$ cat src/rtl/lr3_pkg.sv
// Shared seven-segment constants for the hex sequence display.
package lr3_pkg;

    localparam int unsigned SEG_W = 7;

    typedef logic [3:0]       hex_t;
    typedef logic [SEG_W-1:0] seg_t;

    // Segments {g,f,e,d,c,b,a}, active-low, indexed by hex value.
    localparam seg_t SEG_TABLE [16] = '{
        7'h40, 7'h79, 7'h24, 7'h30, 7'h19, 7'h12, 7'h02, 7'h78,
        7'h00, 7'h10, 7'h08, 7'h03, 7'h46, 7'h21, 7'h06, 7'h0E
    };

    localparam seg_t SEG_BLANK = 7'h7F;

endpackage

$ cat src/rtl/hex7seg.sv
// Purely combinational hex nibble to active-low seven-segment decode.
module hex7seg
    import lr3_pkg::*;
(
    input  logic [3:0]       hex,
    output logic [SEG_W-1:0] seg
);

    assign seg = SEG_TABLE[hex];

endmodule

$ cat src/rtl/hex_seq_display.sv
// Hex digit shift register with a scanned seven-segment display and a
// sliding-window pattern detector over the most recent digits.
module hex_seq_display
    import lr3_pkg::*;
#(
    parameter int unsigned         N_DIG      = 8,
    parameter int unsigned         PAT_LEN    = 4,
    parameter logic [4*PAT_LEN-1:0] PATTERN   = 16'h220B,
    parameter bit                  BLANK_LEAD = 1'b1
) (
    input  logic                       CLK,
    input  logic                       RST,
    input  logic                       BTN_CE,
    input  logic [3:0]                 DAT_I,
    input  logic                       DISP_CE,
    output logic [SEG_W-1:0]           CAT,
    output logic [N_DIG-1:0]           AN,
    output logic                       MATCH,
    output logic [$clog2(N_DIG+1)-1:0] FILL,
    output logic [7:0]                 HITS
);

    localparam int unsigned FW = $clog2(N_DIG + 1);
    localparam int unsigned IW = $clog2(N_DIG);

    generate
        if ((N_DIG < 2) || (N_DIG > 16) || (PAT_LEN < 1) || (PAT_LEN > N_DIG)) begin : g_bad_params
            $error("hex_seq_display: illegal N_DIG/PAT_LEN combination");
        end
    endgenerate

    logic [N_DIG-1:0][3:0] digit_q, digit_n;
    logic [FW-1:0]         fill_q, fill_n;
    logic [IW-1:0]         idx_q, idx_n;
    logic                  match_q, match_n;
    logic [7:0]            hits_q;
    logic [3:0]            cur_hex;
    logic [SEG_W-1:0]      cur_seg;
    logic                  blank;

    // Next-state: shift in digits, count fill, advance scan, look for the pattern.
    always_comb begin
        digit_n = digit_q;
        fill_n  = fill_q;
        idx_n   = idx_q;
        match_n = 1'b0;
        if (BTN_CE) begin
            digit_n = {digit_q[N_DIG-2:0], DAT_I};
            if (fill_q != FW'(N_DIG)) begin
                fill_n = fill_q + FW'(1);
            end
        end
        if (DISP_CE) begin
            idx_n = (idx_q == IW'(N_DIG - 1)) ? '0 : idx_q + IW'(1);
        end
        if (BTN_CE && (fill_n >= FW'(PAT_LEN)) && (digit_n[PAT_LEN-1:0] == PATTERN)) begin
            match_n = 1'b1;
        end
    end

    always_ff @(posedge CLK) begin
        if (RST) begin
            digit_q <= '0;
            fill_q  <= '0;
            idx_q   <= '0;
            match_q <= 1'b0;
            hits_q  <= '0;
        end else begin
            digit_q <= digit_n;
            fill_q  <= fill_n;
            idx_q   <= idx_n;
            match_q <= match_n;
            if (match_n && (hits_q != 8'hFF)) begin
                hits_q <= hits_q + 8'd1;
            end
        end
    end

    // Display path is a pure decode of registered state, so it tracks each edge directly.
    assign cur_hex = digit_q[idx_q];
    assign blank   = BLANK_LEAD && (FW'(idx_q) >= fill_q);

    hex7seg u_hex7seg (
        .hex (cur_hex),
        .seg (cur_seg)
    );

    assign CAT   = blank ? SEG_BLANK : cur_seg;
    assign AN    = blank ? '1 : ~(N_DIG'(1) << idx_q);
    assign MATCH = match_q;
    assign FILL  = fill_q;
    assign HITS  = hits_q;

endmodule
$ cat config.mk
export PLATFORM = sky130hd
export DESIGN_NAME = hex_seq_display
export DESIGN_NICKNAME = d
export VERILOG_FILES = /design/src/rtl/lr3_pkg.sv /design/src/rtl/hex7seg.sv /design/src/rtl/hex_seq_display.sv
export SDC_FILE = /design/constraint.sdc
export NUM_CORES = 1
export LEC_CHECK = 0
export BUFFER_PORTS_ARGS = -buffer_cell sky130_fd_sc_hd__buf_2
export CAP_MARGIN = 20
export CORE_AREA = 5 5 84 86
export CTS_BUF_LIST = sky130_fd_sc_hd__clkbuf_8
export DETAILED_ROUTE_END_ITERATION = 10
export DIE_AREA = 0 0 89 91
export PLACE_DENSITY_LB_ADDON = 0.08
export SLEW_MARGIN = 30
export SYNTH_ARGS = -nofsm -noshare
export SYNTH_HDL_FRONTEND = slang
export SYNTH_HIERARCHICAL = 1
export SYNTH_SLANG_ARGS = --single-unit
$ cat constraint.sdc
create_clock -name CLK -period 2.5 [get_ports CLK]
set_input_delay 0.5 -clock CLK [delete_from_list [all_inputs] [get_ports CLK]]
set_output_delay 0.5 -clock CLK [all_outputs]
set_load 0.02 [all_outputs]
# Yosys cells after proc, flatten, opt, wreduce, memory -nomap -nowiden
# Memory sizes are Yosys's and may differ from the RTL's.
# Index checks and enable logic that the tools add are counted.
word_totals:
  ff_bits: 48
  latch_bits: 0
  ramBits: 0
  mem_bits_ro: 112
  inputBits: 8
  output_inout_bits: 28
  word_cells: 41
  memories: 1
op_classes:
  addsub: 3
  multipliers: 0
  div_mod_pow: 0
  magnitude_cmp: 4
  eq_ne: 4
  shift: 1
  n_mux: 11
  bitwise_logic: 2
  reduce_logical: 3
memory_table:
  columns: ["memory", "words", "width", "read_ports", "rd_ports_with_merged_regs", "wr", "line_no", "source"]
  rows:
  - ["(no name shown)", 16, 7, 1, 0, 0, "hex7seg.sv:9", "assign seg = SEG_TABLE[hex];"]
op_table:
  columns: ["cell", "count"]
  rows:
  - ["$mux 7", 3]
  - ["$eq 16x14->1 const B", 1]
  - ["$mux 16", 1]
  - ["$bmux 4 s3", 1]
  - ["$mux 4", 3]
  - ["$add 8x1->8 const B", 1]
  - ["$mux 8", 1]
  - ["$ne 8x8->1 const B", 1]
  - ["$not 8->8", 1]
  - ["$shl 1x3->8 const A", 1]
  - ["$ge 5x5->1 const B", 1]
  - ["$not 4->5", 1]
  - ["$add 4x1->4 const B", 1]
  - ["$ge 3x4->1", 1]
  - ["$ge 4x3->1 const B", 1]
  - ["$lt 3x4->1 const B", 1]
  - ["$ne 4x4->1 const B", 1]
  - ["$add 3x1->3 const B", 1]
  - ["$eq 3x3->1 const B", 1]
  - ["$logic_and 1x1->1", 3]
  - ["$mux 3", 1]
  - ["$mux 1", 1]

# Longest topological paths before layout
logic_depth:
  ltp_word: 8
  ltp_mapped: 10
  depth_no_buf: 9

# Hierarchy
# Netlist, hierarchy kept.
by_module_without_submodules:
  columns: ["mod", "instances", "cells_each", "area_each_um2", "seq_area_each_um2"]
  rows:
  - ["hex_seq_display", 1, 255, 2462.4, 960.9]
  - ["hex7seg", 1, 36, 264.0, 0.0]

# Worst setup path after synthesis
# Ideal clock, no wire load.
synth_path:
  kind: "register -> output"
  start: "register idx_q[0]"
  end: "output CAT[3]"
  arrival_time_ns: 2.175
  required_ns: 2.000
  path_slack_ns: -0.175
  stages_incl_launch_ff: 11
  path_cell_list: "dfxtp_1 > buf_2 > mux4_2 > nand2_1 > nand2_1 > inv_1 > ha_1 > nand2_2 > a21oi_1 > a31oi_1 > nand2b_1"
synth_via:
  elab_chain_len: 7
  word_cells_on_any_way: 8
synth_lines:
  columns: ["element", "line_no", "source"]
  rows:
  - ["start: declaration", "hex_seq_display.sv:34", "logic [IW-1:0] idx_q, idx_n;"]
  - ["start signal: assignment", "hex_seq_display.sv:71", "idx_q <= idx_n;"]
  - ["$bmux 4 s3", "hex_seq_display.sv:80", "assign cur_hex = digit_q[idx_q];"]
  - ["$mux 4 (not written as such)", "hex_seq_display.sv:80", null]
  - ["via cur_hex[0]", "hex_seq_display.sv:37", "logic [3:0] cur_hex;"]
  - ["$not 4->5 (not written as such)", "hex7seg.sv:9", null]
  - ["$mem_v2 16x7", null, null]
  - ["$mux 7 (not written as such) (2 in series)", "hex7seg.sv:9", null]
  - ["via cur_seg[3]", "hex_seq_display.sv:38", "logic [SEG_W-1:0] cur_seg;"]
  - ["$mux 7", "hex_seq_display.sv:88", "assign CAT = blank ? SEG_BLANK : cur_seg;"]
  - ["end: declaration", "hex_seq_display.sv:16", "output logic [SEG_W-1:0] CAT,"]
# The timed path passes the listed nets, and every way through them passes these cells. The select of a mux whose other input is x is not followed.

# Worst setup path in the final report
# Ends and elaborated chain as after synthesis.

==> results.sh <==
export IMPL_core_area_mm2=0.00620
export IMPL_tightest_slew_ns=0.580
export IMPL_numCtsBuffers=5
export IMPL_yosysWarnings=6
export IMPL_path_clk_slew_ns=0.08
export IMPL_yosys_top_cells_area="dfxtp_1 (35%), mux2i_1 (13%), ha_1 (8.7%)"
export IMPL_avgSynthCellArea_um2=9.37
export IMPL_detail_route_antenna_nets=0
export IMPL_yosysMostFrequentCell="dfxtp_1"
export IMPL_critPathCaptureType="output port"
export IMPL_synthAdderAreaFrac=0.0872
export IMPL_ctsHoldBuffers=0
export IMPL_crit_fanout=7
export IMPL_dp_slack_ns=-0.136
export IMPL_setup_slack_ns=-0.280
export IMPL_synth_area_mm2=0.00273
export IMPL_tritoncts="built"
export IMPL_drt_initial_drc_count=73
export IMPL_synth_distinct_cells=54
export IMPL_p_leak_nw=1.54
export IMPL_synth_mux_area_frac=0.208
export IMPL_die_area_mm2=0.00810
export IMPL_first_pass_iters=4
export IMPL_grt_pass1_wl_um=9690
export IMPL_clkLatencyLatePin_ns=0.29
export IMPL_diodes=0
export IMPL_port_buffers=35
export IMPL_nets=373
export IMPL_overflow=0
export IMPL_drv_slew=0
export IMPL_cts_root_buf="clkbuf_8"
export IMPL_grt_pass1_vias=2090
export IMPL_synth_edf_count=0
export IMPL_synth_top_area_cell="dfxtp_1"
export IMPL_synthCells=291
export IMPL_min_path_type="in2reg"
export IMPL_whs_ns=0.425
export IMPL_area_growth_pct=28.6
export IMPL_power_density_mw_per_mm2=480
export IMPL_synth_fp_nets=318
export IMPL_fin_crit_sh=1.11
export IMPL_rows=29
export IMPL_ir_worst_vdd_uv=272
export IMPL_grt_use_total=0.148
export IMPL_wirelength_um=5730
export IMPL_top_layer="met4"
export IMPL_cap_violations=0
export IMPL_crit_path_cell_trace="mux4_2, nand2_2, nand2_4, ha_4, or2_4, a21oi_2, a31oi_1, nand2b_4, buf_6"
export IMPL_htree_levels=2
export IMPL_critPathLaunchType="flop"
export IMPL_clkSinkCount=48
export IMPL_rsz0062_at_grt="true"
export IMPL_min_period_ns=2.78
export IMPL_ys_flop_type="dfxtp_1"
export IMPL_io_pins=36
export IMPL_synth_top_area_frac=0.352
export IMPL_drive_gt1_frac=0.349
export IMPL_yosys_top_cells_count="dfxtp_1 (48), nor2_1 (46), mux2i_1 (35), nand2_1 (23), ha_1 (19)"
export IMPL_synth_simple_gate_area_frac=0.222
export IMPL_hold_viol=0
export IMPL_slew_headroom=0.613
export IMPL_drc=0
export IMPL_place_gp_congestion=0.809
export IMPL_fmax_ghz=0.360
export IMPL_status="finished, violations left"
export IMPL_ys_ff_latch=48
export IMPL_nFillCells=577
export IMPL_die_y_um=91
export IMPL_critical_path_arrival_ns=2.28
export IMPL_synth_compound_area_frac=0.0721
export IMPL_synthXorXnorAreaFrac=0.00964
export IMPL_synth_top_family_by_area="simple AND/OR/NAND/NOR gates"
export IMPL_wl_per_cell_um=13.5
export IMPL_critPathSlowestCell="mux4_2"
export IMPL_finClkSkew_ns=0.00328
export IMPL_grt_max_degree=37
export IMPL_clk_path_buf_depth=2
export IMPL_antenna_found_initial=0
export IMPL_cp_required_ns=2.00
export IMPL_viasPerCell=5.15
export IMPL_finalSetupViolations=15
export IMPL_critPathKind="reg2out"
export IMPL_synthArstFlopShare=0
export IMPL_met1Wirelength_um=2710
export IMPL_wl_met3_um=227
export IMPL_cp_buffers_inverters=1
export IMPL_num_vias=2185
export IMPL_wl_met2_um=2720
export IMPL_initial_utilization=0.439
export IMPL_dieWidth_um=89
export IMPL_place_hpwl_um=4190
export IMPL_violations="negative setup slack"
export IMPL_seq_area_um2=965
export IMPL_multi_input_area_mm2=0.00178
export IMPL_critical_path_top_delay_family="simple AND/OR/NAND/NOR gates"
export IMPL_synth_seq_area_share=0.352
export IMPL_max_stage_delay_ns=0.53
==> final timing paths <==
path	start	end	slack, ns	cells after the start
max	idx_q[0]	CAT[3]	-0.28	9
min	DISP_CE	idx_q[2]	0.42	2
max reg2reg	FILL[0]	HITS[3]	0.53	7
min reg2reg	digit_q[29]	digit_q[29]	0.50	2
==> timing repair <==
item	in CTS	in global routing
endpoints found under the hold margin	0	0
gates cloned	1	0
pin swaps	7	15
setup endpoints to repair	15	15
setup buffers	1	3
resized for setup	25	43
==> stage by stage <==
stage	cells	area [µm²]	power [mW]	utilization	TNS [ns]
finish	424	3510	1.68	0.565	-3.34
detailed placement	411	3130	1.14	0.505	-0.374
CTS	421	3320	1.65	0.535	-3.77
global placement	411	3130	1.14	0.505	-0.105
global route	424	3510	1.78	0.565	-4.84
floorplan	291	2740	1.04	-	0
==> kinds of logic after synthesis <==
logic type,count (synthesis)
mux,46
buf+inv,28
simple gates,117
flops,48
compound gates,30
xor+xnor,3
fa+ha+maj,19
==> report_power, final <==
part / switching (mW) / internal (mW)
registers: 0.0186 / 0.779
logic: 0.211 / 0.213
clock network: 0.244 / 0.218
total: 0.474 / 1.21
==> layout make-up <==
type,instances,area share
Timing Repair Buffer,62,0.147
Clock buffer,6,0.0236
Multi-Input combinational cell,216,0.508
Inverter,13,0.0161
Clock inverter,2,0.00214
Sequential cell,48,0.275
Tap cell,77,0.0275
==> flip-flops by register name, summed over array words and instances, names as in the netlist <==
register	count
digit_q	32
HITS	8
FILL	4
idx_q	3
MATCH	1
==> layer usage <==
metal / GRT usage / vias to the layer above
met2: 0.237 / 34
li1: - / 1124
met1: 0.198 / 1021
met5: 0 / -
met4: 0.0409 / 0
met3: 0.0344 / 6
==> placed cells by master, fill, tap and decap left out, types with 4 or more instances in the layout <==
cell	instances
mux2i_1	35
ha_1	16
a21oi_1	7
nand3_1	9
nand2_2	8
clkbuf_8	6
nand3_2	4
buf_4	22
mux4_2	7
buf_6	17
inv_1	10
nand2b_1	6
buf_2	20
nand2b_4	4
dfxtp_1	47
nand2_1	14
nor2_1	46
No activity file was read; power rests on OpenSTA's default activity.
